$ cat config.mk
export PLATFORM = sky130hd
export DESIGN_NAME = booth_seq_mul_flat
export DESIGN_NICKNAME = d
export VERILOG_FILES = /design/src/rtl/booth_mul_pkg.sv /design/src/rtl/booth_seq_mul_if.sv /design/src/rtl/booth_seq_mul_rca.sv /design/src/rtl/booth_seq_mul.sv /design/src/flat_wrapper.sv
export SDC_FILE = /design/constraint.sdc
export NUM_CORES = 1
export LEC_CHECK = 0
export CAP_MARGIN = 0
export CELL_PAD_IN_SITES_DETAIL_PLACEMENT = 0
export CELL_PAD_IN_SITES_GLOBAL_PLACEMENT = 1
export CORE_MARGIN = 4
export CORE_UTILIZATION = 35
export DETAILED_ROUTE_END_ITERATION = 6
export PLACE_DENSITY_LB_ADDON = 0.1
export SYNTH_ARGS = -nofsm -noshare
export SYNTH_HDL_FRONTEND = slang
export SYNTH_HIERARCHICAL = 1
export SYNTH_SLANG_ARGS = --single-unit
$ cat constraint.sdc
create_clock -name CLK -period 4 [get_ports CLK]
set_input_delay 1.2 -clock CLK [delete_from_list [all_inputs] [get_ports CLK]]
set_output_delay 1.2 -clock CLK [all_outputs]
set_load 0.02 [all_outputs]
$ cat src/rtl/booth_mul_pkg.sv
// Shared types for the booth_mul datapath: FSM states and the Booth
// recoding of the multiplier bit pair {Q[0], Q_1}.
package booth_mul_pkg;

   typedef enum logic [1:0] {
      IDLE = 2'd0,
      RUN  = 2'd1,
      DONE = 2'd2
   } state_t;

   typedef enum logic [1:0] {
      OP_NOP = 2'd0,
      OP_ADD = 2'd1,
      OP_SUB = 2'd2
   } booth_op_t;

   // 01 ends a run of ones (add M), 10 starts one (subtract M).
   function automatic booth_op_t booth_decode(input logic [1:0] pair);
      booth_op_t op;
      case (pair)
         2'b01:   op = OP_ADD;
         2'b10:   op = OP_SUB;
         default: op = OP_NOP;
      endcase
      return op;
   endfunction

endpackage

$ cat src/rtl/booth_seq_mul_if.sv
// Operand/result bus of the sequential Booth multiplier.
// Handshakes: a transfer happens on a rising edge where valid && ready;
// the sender holds data stable and valid high until that edge, and ready
// never depends combinationally on valid.
interface booth_seq_mul_if #(parameter int N = 8);
   logic [N-1:0]   A;
   logic [N-1:0]   B;
   logic           in_valid;
   logic           in_ready;
   logic [2*N-1:0] P;
   logic           out_valid;
   logic           out_ready;
   logic           busy;

   modport master (
      output A, B, in_valid, out_ready,
      input  in_ready, P, out_valid, busy
   );

   modport slave (
      input  A, B, in_valid, out_ready,
      output in_ready, P, out_valid, busy
   );
endinterface

$ cat src/rtl/booth_seq_mul_rca.sv
// Plain W-bit ripple-carry adder; the carry-out is not produced because
// the multiplier's accumulator is already wide enough to need none.
module booth_seq_mul_rca #(
   parameter int W = 9
) (
   input  logic [W-1:0] a,
   input  logic [W-1:0] b,
   input  logic         cin,
   output logic [W-1:0] sum
);

   logic carry;

   always_comb begin
      carry = cin;
      sum   = '0;
      for (int i = 0; i < W; i++) begin
         sum[i] = a[i] ^ b[i] ^ carry;
         carry  = (a[i] & b[i]) | (a[i] & carry) | (b[i] & carry);
      end
   end

endmodule

$ cat src/rtl/booth_seq_mul.sv
// Iterative signed radix-2 Booth multiplier: one shared N+1-bit adder,
// one iteration per cycle, N iterations per product.
module booth_seq_mul
   import booth_mul_pkg::*;
#(
   parameter int N = 8
) (
   input  logic                CLK,
   input  logic                RST,
   booth_seq_mul_if.slave      bus,
   output state_t              state_dbg
);

   localparam int CW = (N > 1) ? $clog2(N) : 1;

   state_t          state;
   logic [N:0]      m;
   logic [N:0]      acc;
   logic [N-1:0]    q;
   logic            q_1;
   logic [CW-1:0]   cnt;
   logic [2*N-1:0]  p_reg;

   booth_op_t       op;
   logic [N:0]      add_b;
   logic            add_cin;
   logic [N:0]      add_sum;
   logic [N:0]      acc_next;
   logic [N:0]      acc_sh;
   logic [N-1:0]    q_sh;

   always_comb begin
      op       = booth_decode({q[0], q_1});
      add_b    = (op == OP_SUB) ? ~m : m;
      add_cin  = (op == OP_SUB);
      acc_next = (op == OP_NOP) ? acc : add_sum;
      // Arithmetic shift of {acc_next, q, q_1}; the sign bit is replicated.
      acc_sh   = {acc_next[N], acc_next[N:1]};
      q_sh     = {acc_next[0], q[N-1:1]};
   end

   booth_seq_mul_rca #(.W(N + 1)) u_rca (
      .a   (acc),
      .b   (add_b),
      .cin (add_cin),
      .sum (add_sum)
   );

   always_ff @(posedge CLK) begin
      if (RST) begin
         state <= IDLE;
         m     <= '0;
         acc   <= '0;
         q     <= '0;
         q_1   <= 1'b0;
         cnt   <= '0;
         p_reg <= '0;
      end else begin
         case (state)
            IDLE: begin
               if (bus.in_valid) begin
                  m     <= {bus.A[N-1], bus.A};
                  acc   <= '0;
                  q     <= bus.B;
                  q_1   <= 1'b0;
                  cnt   <= '0;
                  state <= RUN;
               end
            end
            RUN: begin
               acc <= acc_sh;
               q   <= q_sh;
               q_1 <= q[0];
               cnt <= cnt + 1'b1;
               if (cnt == CW'(N - 1)) begin
                  p_reg <= {acc_sh[N-1:0], q_sh};
                  state <= DONE;
               end
            end
            DONE: begin
               if (bus.out_ready) state <= IDLE;
            end
            default: state <= IDLE;
         endcase
      end
   end

   assign bus.in_ready  = (state == IDLE) && !RST;
   assign bus.out_valid = (state == DONE);
   assign bus.busy      = (state != IDLE);
   assign bus.P         = p_reg;
   assign state_dbg     = state;

endmodule

$ cat src/flat_wrapper.sv
// flat-port wrapper written by rule: the top's interface ports become plain ports
module booth_seq_mul_flat import booth_mul_pkg::*;
#(
   parameter int N = 8
)
  (CLK, RST, state_dbg, bus_A, bus_B, bus_in_valid, bus_out_ready, bus_in_ready, bus_P, bus_out_valid, bus_busy);
  booth_seq_mul_if #(.N(N)) bus_i ();
  input  logic CLK;
  input  logic RST;
  output state_t state_dbg;
  input wire logic [$bits(bus_i.A)-1:0] bus_A;
  input wire logic [$bits(bus_i.B)-1:0] bus_B;
  input wire logic [$bits(bus_i.in_valid)-1:0] bus_in_valid;
  input wire logic [$bits(bus_i.out_ready)-1:0] bus_out_ready;
  output wire logic [$bits(bus_i.in_ready)-1:0] bus_in_ready;
  output wire logic [$bits(bus_i.P)-1:0] bus_P;
  output wire logic [$bits(bus_i.out_valid)-1:0] bus_out_valid;
  output wire logic [$bits(bus_i.busy)-1:0] bus_busy;
  assign bus_i.A = bus_A;
  assign bus_i.B = bus_B;
  assign bus_i.in_valid = bus_in_valid;
  assign bus_i.out_ready = bus_out_ready;
  assign bus_in_ready = bus_i.in_ready;
  assign bus_P = bus_i.P;
  assign bus_out_valid = bus_i.out_valid;
  assign bus_busy = bus_i.busy;
  booth_seq_mul #(.N(N)) u_core (.CLK(CLK), .RST(RST), .bus(bus_i), .state_dbg(state_dbg));
endmodule
**Word-level counts from Yosys, hierarchy flattened**

Index checks and enable logic that the tools add are counted.

- $add $sub $neg: 1
- Equal/unequal tests: 9
- Mux-type cells: 15
- Bitwise gates (word level): 59
- Reductions and logical operators: 10

Operator list:

| operator | count |
|---|---|
| $mux 9 | 3 |
| $and 1x1->1 | 24 |
| $pmux 9 s2 | 1 |
| $xor 1x1->1 | 18 |
| $or 1x1->1 | 16 |
| $pmux 8 s2 | 1 |
| $not 9->9 | 1 |
| $mux 8 | 1 |
| $eq 2x2->1 const B | 3 |
| $mux 2 | 3 |
| $pmux 2 s3 | 1 |
| $pmux 3 s2 | 1 |
| $reduce_and 2->1 | 3 |
| $eq 2x1->1 const B | 2 |
| $logic_not 2->1 | 2 |
| $ne 2x2->1 const B | 2 |
| $pmux 2 s2 | 1 |
| $reduce_bool 2->1 | 2 |
| $add 3x1->3 const B | 1 |
| $eq 3x3->1 const B | 1 |
| $mux 3 | 1 |
| $reduce_and 3->1 | 1 |
| $ne 2x1->1 const B | 1 |
| $pmux 1 s2 | 1 |
| 3 further kinds | 3 |

- Flip-flop bits (word level): 47
- Input bits: 20
- Output and inout port bits: 21
- Word-level logic and storage cells: 101

**Longest topological paths before layout**

Gate-level depths: netlist (run 1).

- Depth in word-level cells: 31
- Gate-level depth with buffers: 18
- Depth with buffers taken out: 17

**Modules after synthesis**

The synthesis (run 1) kept the hierarchy.

By module, submodules not included:

| module | times used | cells an instance | area each (um^2) |
|---|---|---|---|
| booth_seq_mul | 1 | 230 | 1976.9 |
| booth_seq_mul_rca | 1 | 14 | 202.7 |

**Least setup slack after synthesis (run 1)**

No wires, ideal clock.

- Kind: reg-to-reg
- Start: reg u_core.q_1
- End: reg u_core.p_reg[15], in the netlist u_core/bus.P[15]
- Data arrival time: 4.265 ns
- Data required time: 3.868 ns
- Path slack: -0.397 ns
- Stages on the path, launching flop included: 19
- Path buffers: 1
- Clock period less this slack: 4.397 ns
- Path through: dfxtp_1 > inv_1 > ha_1 > buf_2 > xor2_1 > inv_1 > fa_1 > inv_1 > fa_1 > fa_1 > fa_1 > fa_1 > fa_1 > fa_1 > fa_1 > xor3_1 > nor2b_1 > o21ai_0 > a21oi_1

- Word-level cells in the longest chain between the ends: 30
- Elaborated cells on any way between the ends: 49

Ends and longest elaborated chain:

| element | line | RTL |
|---|---|---|
| from (decl) | booth_seq_mul.sv:20 | `logic q_1;` |
| from (signal assigned) | booth_seq_mul.sv:73 | `q_1 <= q[0];` |
| $eq 2x2->1 / $eq 2x1->1 (equally long branches) | booth_mul_pkg.sv:20 | `case (pair)` |
| $pmux 2 s2 (*) | booth_mul_pkg.sv:20 |  |
| $eq 2x2->1 (*) | booth_seq_mul.sv:35 | `add_cin = (op == OP_SUB);` |
| via u_core.add_cin | booth_seq_mul.sv:26 | `logic add_cin;` |
| $mux 9 (*) | booth_seq_mul.sv:34 | `add_b = (op == OP_SUB) ? ~m : m;` |
| via u_core.add_b[0] | booth_seq_mul.sv:25 | `logic [N:0] add_b;` |
| $and 1x1->1 | booth_seq_mul_rca.sv:19 | `carry = (a[i] & b[i]) \| (a[i] & carry) \| (b[i] & carry);` |
| $or 1x1->1 | booth_seq_mul_rca.sv:19 |  |
| [... 17 more ...] | - |  |
| $or 1x1->1 | booth_seq_mul_rca.sv:19 |  |
| $or 1x1->1 (*) | booth_seq_mul_rca.sv:19 |  |
| $and 1x1->1 | booth_seq_mul_rca.sv:19 |  |
| $or 1x1->1 | booth_seq_mul_rca.sv:19 |  |
| $or 1x1->1 (*) | booth_seq_mul_rca.sv:19 |  |
| $xor 1x1->1 (*) | booth_seq_mul_rca.sv:18 | `sum[i] = a[i] ^ b[i] ^ carry;` |
| via u_core.add_sum[8] | booth_seq_mul.sv:27 | `logic [N:0] add_sum;` |
| $mux 9 (*) | booth_seq_mul.sv:36 | `acc_next = (op == OP_NOP) ? acc : add_sum;` |
| to (signal assigned) | booth_seq_mul.sv:76 | `p_reg <= {acc_sh[N-1:0], q_sh};` |
| to (decl) | booth_seq_mul.sv:22 | `logic [2*N-1:0] p_reg;` |

The timed path passes the listed nets; every way through them passes the cells marked *.
A chain may end at the register's enable or synchronous reset.

**Worst setup path after layout (run 1)**

- Start: reg u_core.q_1
- End: reg u_core.acc[6]

- Word-level cells in the longest chain between the ends: 28
- Elaborated cells on any way between the ends: 45

Ends and longest elaborated chain:

| element | line | RTL |
|---|---|---|
| $eq 2x2->1 / $eq 2x1->1 (equally long branches) | booth_mul_pkg.sv:20 |  |
| $pmux 2 s2 (*) | booth_mul_pkg.sv:20 |  |
| $eq 2x2->1 (*) | booth_seq_mul.sv:35 |  |
| via u_core.add_cin | booth_seq_mul.sv:26 |  |
| $mux 9 (*) | booth_seq_mul.sv:34 |  |
| via u_core.add_b[0] | booth_seq_mul.sv:25 |  |
| $and 1x1->1 | booth_seq_mul_rca.sv:19 |  |
| $or 1x1->1 | booth_seq_mul_rca.sv:19 |  |
| [... 15 more ...] | - |  |
| $or 1x1->1 (*) | booth_seq_mul_rca.sv:19 |  |
| $and 1x1->1 | booth_seq_mul_rca.sv:19 |  |
| $or 1x1->1 | booth_seq_mul_rca.sv:19 |  |
| $or 1x1->1 (*) | booth_seq_mul_rca.sv:19 |  |
| $xor 1x1->1 (*) | booth_seq_mul_rca.sv:18 |  |
| via u_core.add_sum[7] | booth_seq_mul.sv:27 |  |
| $mux 9 (*) | booth_seq_mul.sv:36 |  |
| $pmux 9 s2 (*) | booth_seq_mul.sv:59 | `case (state)` |
| to (signal assigned) | booth_seq_mul.sv:71 | `acc <= acc_sh;` |
| to (decl) | booth_seq_mul.sv:18 | `logic [N:0] acc;` |

Marks and branches as above.

==> metrics.cfg, run 1 <==
[floorplanning]
total_die_area_um2 = 7550
initial_utilization = 0.364
core_region_area_um2 = 5990
die_width_um = 86.9
io_pins = 41
dieHeight_um = 86.9
row_count = 28

[drt]
routed_wirelength_um = 5050
detail_route.iter0.violations = 86
detailed_route_wire_length_per_cell_um = 14.3
route.vias.total = 1702
routed_via_density = 4.81
detail_route.first_pass.iterations = 4
drc = 0
detail-route-antenna-nets = 0

[grt]
grt_antenna_before_repair = 0
grt_usage = 0.147
first_pass_grt_wire_length_um = 8700
grt_start_max_net_pins = 47
grt_pass1_vias = 1773
overflow = 0

[synth]
postSynth.asyncResetShare = 0
synth.yosys.seq_area_share = 0.423
avgSynthCellArea_um2 = 8.93
synth_seq_cells = 46
synth_enable_flop_cells = 0
post_synthesis_cell_area_um2 = 2180
postSynthCellCount = 244
synth.net_count = 275
synth-main-ff-cell = dfxtp_1
synth.lib_cells_used.distinct = 36
synth_warnings = 6

[critical_path]
critical_path.endpoint_type = register
critical_path.startpoint_type = register
regToRegStartpoint = u_core/q_1$_SDFFE_PP0P_
critical-path-top-cell-by-count = fa_2
path_max_fanout = 2
required_ns = 4.17
r2r_cells = 16
critical-path-slowest-cell = fa_2
cp_slowest_stage_delay_ns = 0.41
worst-setup-path-type = reg2reg
worstPathCellList = inv_2 -> ha_4 -> xor2_1 -> inv_1 -> fa_2 -> inv_2 -> fa_2 -> fa_2 -> fa_2 -> fa_2 -> fa_2 -> fa_2 -> fa_2 -> mux2_4 -> a22oi_2 -> nor2_1
critPathLaunch = u_core/q_1$_SDFFE_PP0P_
worst-endpoint-arrival_ns = 4.24

[power_and_ir_drop]
power.share.clock = 0.313
sequentialPowerShare = 0.519
swShare = 0.268
power.leakage_nw = 1.06
max-vdd-ir-drop_mv = 0.170
p_sw_uw = 253
p_per_area_nw_per_um2 = 346
power_frac_comb = 0.168
power_report.internal_total_uw = 692

[place]
placed_cells_incl_taps = 346
gpl.final_weighted_congestion = 0.744
io_buffers = 40
dp_slack_ns = -0.124
detailed_place_hpwl_um = 3360

[run_status]
violated_checks = setup timing
run_status = finished, violations left

[cts]
max-clock-path-buffers = 2
cts.clk_slew.worst_paths_ns = 0.08
cts.root.buffer_cell = clkbuf_8
holdBufCountCts = 0
postCtsSetupRepairBufs = 0
clkLatencyLatePin_ns = 0.29
clock_buffers_created_by_tritoncts = 5
htree_num_levels = 2
tritoncts = yes
cts_sinks = 46

[timing]
max-slew-margin-rel = 0.416
tightestPinTransition_ns = 0.875
max_clock_skew_ns = 0.00585
postLayoutSetupSlackWorst_ns = -0.0769
layout_min_cycle_time_ns = 4.08
setup_viol_count_final = 4
hold-worst-slack_ns = 0.457
rsz_0062_raised_after_global_routing = yes
final_hold_viol_count = 0
final_max_slew_viol_count = 0
final_min_period_over_clock_period = 1.02
clock.fmax_mhz = 245

[layout]
areaGrowthSynthToFinish_pct = 25.1
antenna_cells_inserted = 0
layout-drive-gt1-share = 0.147
nFillCells = 590
final_net_count = 309
instances_no_fill = 354
final_util = 0.455

[worst_hold_path]
hold_path.class = reg2reg
holdCritStartpoint = u_core/bus.P[1]$_SDFFE_PP0P_
worst_hold_path.num_cells = 2

[run]
max-cap-violations = 0

==> logic make-up after synthesis <==
| kind of cell | after synthesis | share of synthesized area |
|---|---|---|
| AOI/OAI and AO/OA | 48 | 0.135 |
| adders and majority gates | 11 | 0.0907 |
| muxes | 9 | 0.0459 |
| DFF | 46 | 0.423 |
| and+or+nand+nor | 98 | 0.197 |
| buffers and inverters | 23 | 0.0660 |
| xor gates and xnor gates | 9 | 0.0431 |
==> layout make-up <==
cell class              count  area, um2  area share
flip-flops and latches     46        922       0.338
repair buffers             44        430       0.158
inverters                   6       22.5     0.00826
clock buffers               7       86.3      0.0317
multi-input cells         175       1170       0.428
well taps                  75       93.8      0.0344
clock inverters             1       5.00     0.00184
==> registers in the layout, indices dropped and copies added (netlist names) <==
| signal | flops |
|---|---|
| u_core/q_1 | 1 |
| u_core/cnt | 3 |
| u_core/q | 8 |
| u_core/state_dbg | 2 |
| u_core/bus.P | 16 |
| u_core/acc | 8 |
| u_core/m | 8 |
==> worst max-delay path: cells and delay by family, from the launching register on <==
kind,cells,cell delay (ns)
and+or+nand+nor,1,0.06
DFF,1,0.34
adders and majority gates,9,2.87
AOI/OAI and AO/OA,1,0.11
muxes,1,0.29
xor gates and xnor gates,1,0.13
buffers and inverters,3,0.16
==> power groups by stage <==
| stage | sequential [mW] | clock (mW) | combinational, mW |
|---|---|---|---|
| floorplan | 0.496 | 0 | 0.112 |
| global placement | 0.501 | 0 | 0.153 |
| detailed placement | 0.501 | 0 | 0.153 |
| CTS | 0.491 | 0.310 | 0.161 |
| global route | 0.493 | 0.326 | 0.179 |
| finish | 0.491 | 0.295 | 0.159 |
==> timing repair <==
item                       CTS  global route
setup endpoints to repair    4             4
pin swaps                    3             1
resized for setup           10             0
==> cell usage in the layout, fill, tap and decap left out, types with 6 or more instances in the layout <==
cell type,instances
nand2_1,42
mux2_2,7
a21oi_1,28
clkbuf_8,6
a22oi_1,6
clkdlybuf4s50_1,40
xor2_1,8
nor2_1,32
nor3_1,8
fa_2,8
a211oi_1,7
dfxtp_1,45
==> synthesized netlist by cell type (3+ instances only) <==
cell type | instances | area [um2]
nand2_1 | 42 | 158
nor2_1 | 33 | 124
a211oi_1 | 7 | 52.6
clkbuf_1 | 5 | 18.8
ha_1 | 3 | 37.5
a21oi_1 | 28 | 140
a22oi_1 | 7 | 52.6
buf_2 | 4 | 20.0
nor3_1 | 8 | 40.0
fa_1 | 8 | 160
mux2_2 | 8 | 90.1
buf_6 | 4 | 45.0
xor2_1 | 8 | 70.1
inv_1 | 6 | 22.5
nand3_1 | 3 | 15.0
dfxtp_1 | 46 | 921
==> through the flow <==
stage | area, um2 | setup TNS [ns] | total power, mW
6_report | 2730 | -0.261 | 0.944
5_1_grt | 2730 | -0.897 | 0.998
4_1_cts | 2730 | -0.407 | 0.962
3_5_place_dp | 2600 | -0.447 | 0.654
3_3_place_gp | 2600 | -0.102 | 0.653
2_1_floorplan | 2210 | -0.290 | 0.608
==> final timing paths <==
kind	endpoint	slack (ns)
hold / removal	u_core/bus.P[1]$_SDFFE_PP0P_	0.46
hold reg to reg	u_core/bus.P[1]$_SDFFE_PP0P_	0.46
setup / recovery	u_core/acc[6]$_SDFFE_PP0P_	-0.08
setup reg to reg	u_core/acc[6]$_SDFFE_PP0P_	-0.08
==> routing by layer <==
layer / share of wire / GRT usage
met1: 0.50 / 0.195
met2: 0.46 / 0.238
met3: 0.031 / 0.0350
met4: 0.0057 / 0.0425
met5: 0 / 0
Power figures use the tool's default switching activity.
==> inputs of run 2 (changes only) <==
- CAP_MARGIN: 0 -> 40
- SKIP_CTS_REPAIR_TIMING: unset -> 1
==> metrics.cfg, run 2 (synthesis results as in run 1) <==
[power_and_ir_drop]
p_per_area_nw_per_um2 = 345  ; was 346 nW/um2
power.leakage_nw = 1.06  ; about the same
power.share.clock = 0.311  ; was 0.313
power_report.internal_total_uw = 692  ; about the same
sequentialPowerShare = 0.521  ; was 0.519
swShare = 0.266  ; was 0.268
power_frac_comb = 0.168  ; about the same
p_sw_uw = 250  ; was 253 uW
max-vdd-ir-drop_mv = 0.170  ; about the same

[cts]
htree_num_levels = 2  ; unchanged
cts.root.buffer_cell = clkbuf_8  ; unchanged
cts_sinks = 46  ; unchanged
cts.clk_slew.worst_paths_ns = 0.08  ; about the same
max-clock-path-buffers = 2  ; unchanged
clock_buffers_created_by_tritoncts = 5  ; unchanged
tritoncts = yes  ; unchanged
clkLatencyLatePin_ns = 0.29  ; about the same

[worst_hold_path]
hold_path.class = reg2reg  ; unchanged
holdCritStartpoint = u_core/bus.P[1]$_SDFFE_PP0P_  ; unchanged

[critical_path]
critical_path.endpoint_type = register  ; unchanged
worst-setup-path-type = reg2reg  ; unchanged
required_ns = 4.17  ; about the same
worst-endpoint-arrival_ns = 4.26  ; was 4.24 ns
cp_slowest_stage_delay_ns = 0.41  ; about the same
critical_path.startpoint_type = register  ; unchanged
critical-path-slowest-cell = fa_2  ; unchanged
worstPathCellList = inv_2 -> ha_4 -> xor2_1 -> inv_1 -> fa_2 -> inv_2 -> fa_2 -> fa_2 -> fa_2 -> fa_2 -> fa_2 -> fa_2 -> fa_2 -> mux2_4 -> a22oi_2 -> nor2_1  ; unchanged
crit_buf_inv = 3  ; unchanged
critPathTopFamily = adder cells  ; unchanged
critical-path-top-cell-by-count = fa_2  ; unchanged
regToRegStartpoint = u_core/q_1$_SDFFE_PP0P_  ; unchanged
path_max_fanout = 2  ; unchanged
critPathLaunch = u_core/q_1$_SDFFE_PP0P_  ; unchanged

[timing]
final_max_slew_viol_count = 0  ; unchanged
clock.fmax_mhz = 244  ; was 245 MHz
layout_min_cycle_time_ns = 4.09  ; was 4.08 ns
max-slew-margin-rel = 0.409  ; was 0.416
max_clock_skew_ns = 0.00485  ; was 0.00585 ns
setup_viol_count_final = 4  ; unchanged
setup-tns-final_ns = -0.290  ; was -0.261 ns
tightestPinTransition_ns = 0.886  ; was 0.875 ns
rsz_0062_raised_after_global_routing = yes  ; unchanged
postLayoutSetupSlackWorst_ns = -0.0906  ; was -0.0769 ns
hold-worst-slack_ns = 0.457  ; about the same
final_min_period_over_clock_period = 1.02  ; about the same
final_hold_viol_count = 0  ; unchanged

[floorplanning]
die_width_um = 86.9  ; unchanged
total_die_area_um2 = 7550  ; unchanged
row_count = 28  ; unchanged
io_pins = 41  ; unchanged
initial_utilization = 0.364  ; unchanged
dieHeight_um = 86.9  ; unchanged
core_region_area_um2 = 5990  ; unchanged

[grt]
first_pass_grt_wire_length_um = 8670  ; was 8700 um
grt_usage = 0.146  ; was 0.147
grt_start_max_net_pins = 47  ; unchanged
grt_antenna_before_repair = 0  ; unchanged
grt_pass1_vias = 1761  ; was 1773
overflow = 0  ; unchanged

[place]
io_buffers = 40  ; unchanged
dp_slack_ns = -0.124  ; unchanged
placed_cell_area_um2 = 2600  ; unchanged
gpl.final_weighted_congestion = 0.744  ; unchanged
detailed_place_hpwl_um = 3360  ; unchanged

[drt]
detailed_route_wire_length_per_cell_um = 14.1  ; was 14.3 um
detail-route-antenna-nets = 0  ; unchanged
detail_route.first_pass.iterations = 4  ; unchanged
drc = 0  ; unchanged
routed_wirelength_um = 5000  ; was 5050 um
routed_via_density = 4.77  ; was 4.81
detail_route.iter0.violations = 81  ; was 86
route.vias.total = 1689  ; was 1702

[layout]
mostFrequentLayoutCells = dfxtp_1, nand2_1, clkdlybuf4s50_1  ; unchanged
layout-drive-gt1-share = 0.147  ; unchanged
final_util = 0.456  ; was 0.455
antenna_cells_inserted = 0  ; unchanged
mostFrequentLayoutCell = dfxtp_1  ; unchanged
nFillCells = 587  ; was 590
final_area_um2 = 2730  ; about the same
areaGrowthSynthToFinish_pct = 25.3  ; was 25.1%
final_net_count = 309  ; unchanged
largest_register_ff_count = 16  ; unchanged

[run]
max-cap-violations = 0  ; unchanged

[run_status]
run_status = finished, violations left  ; unchanged
violated_checks = setup timing  ; unchanged

==> run 2: cell counts in the layout (fill, tap and decap cells not counted) <==
No cell type changed its count.
==> run 2: worst paths after layout <==
path                                                endpoint  slack [ns]  cells past startpoint
worst min-delay path            u_core/bus.P[1]$_SDFFE_PP0P_        0.46                      2
worst min register to register  u_core/bus.P[1]$_SDFFE_PP0P_        0.46                      2
worst max register to register    u_core/acc[6]$_SDFFE_PP0P_       -0.09                     16
worst max-delay path              u_core/acc[6]$_SDFFE_PP0P_       -0.09                     16
==> run 2: area by class of cell <==
class,instances,area (um2),area share
Sequential cell,46,922,0.338
Tap cell,75,93.8,0.0344
Timing Repair Buffer,44,430,0.158
Clock buffer,7,86.3,0.0316
Multi-Input combinational cell,175,1170,0.429
Inverter,6,22.5,0.00825
Clock inverter,1,5.00,0.00183
==> run 2: metal layers <==
| layer | share of wire | track usage |
|---|---|---|
| met5 | 0 | 0 |
| met4 | 0.0058 | 0.0425 |
| met3 | 0.048 | 0.0350 |
| met2 | 0.46 | 0.233 |
| met1 | 0.49 | 0.196 |
==> run 2: stage by stage <==
step / total power [mW] / std cells
floorplan: 0.608 / 244
CTS: 0.954 / 354
finish: 0.942 / 354
global placement: 0.653 / 346
detailed placement: 0.654 / 346
global route: 0.998 / 354
==> run 2: power groups by stage <==
stage	logic (mW)	clock network [mW]	registers, mW
5_1_grt	0.179	0.326	0.493
3_5_place_dp	0.153	0	0.501
4_1_cts	0.154	0.310	0.490
3_3_place_gp	0.153	0	0.501
2_1_floorplan	0.112	0	0.496
6_report	0.159	0.293	0.490
==> run 2: worst register-to-register path: cells and delay by family, from the launching register on <==
family | cells | cell delay, ns
simple gates | 1 | 0.06
fa+ha+maj | 9 | 2.87
flops | 1 | 0.34
mux | 1 | 0.30
buf+inv | 3 | 0.16
compound gates | 1 | 0.12
xor+xnor | 1 | 0.13
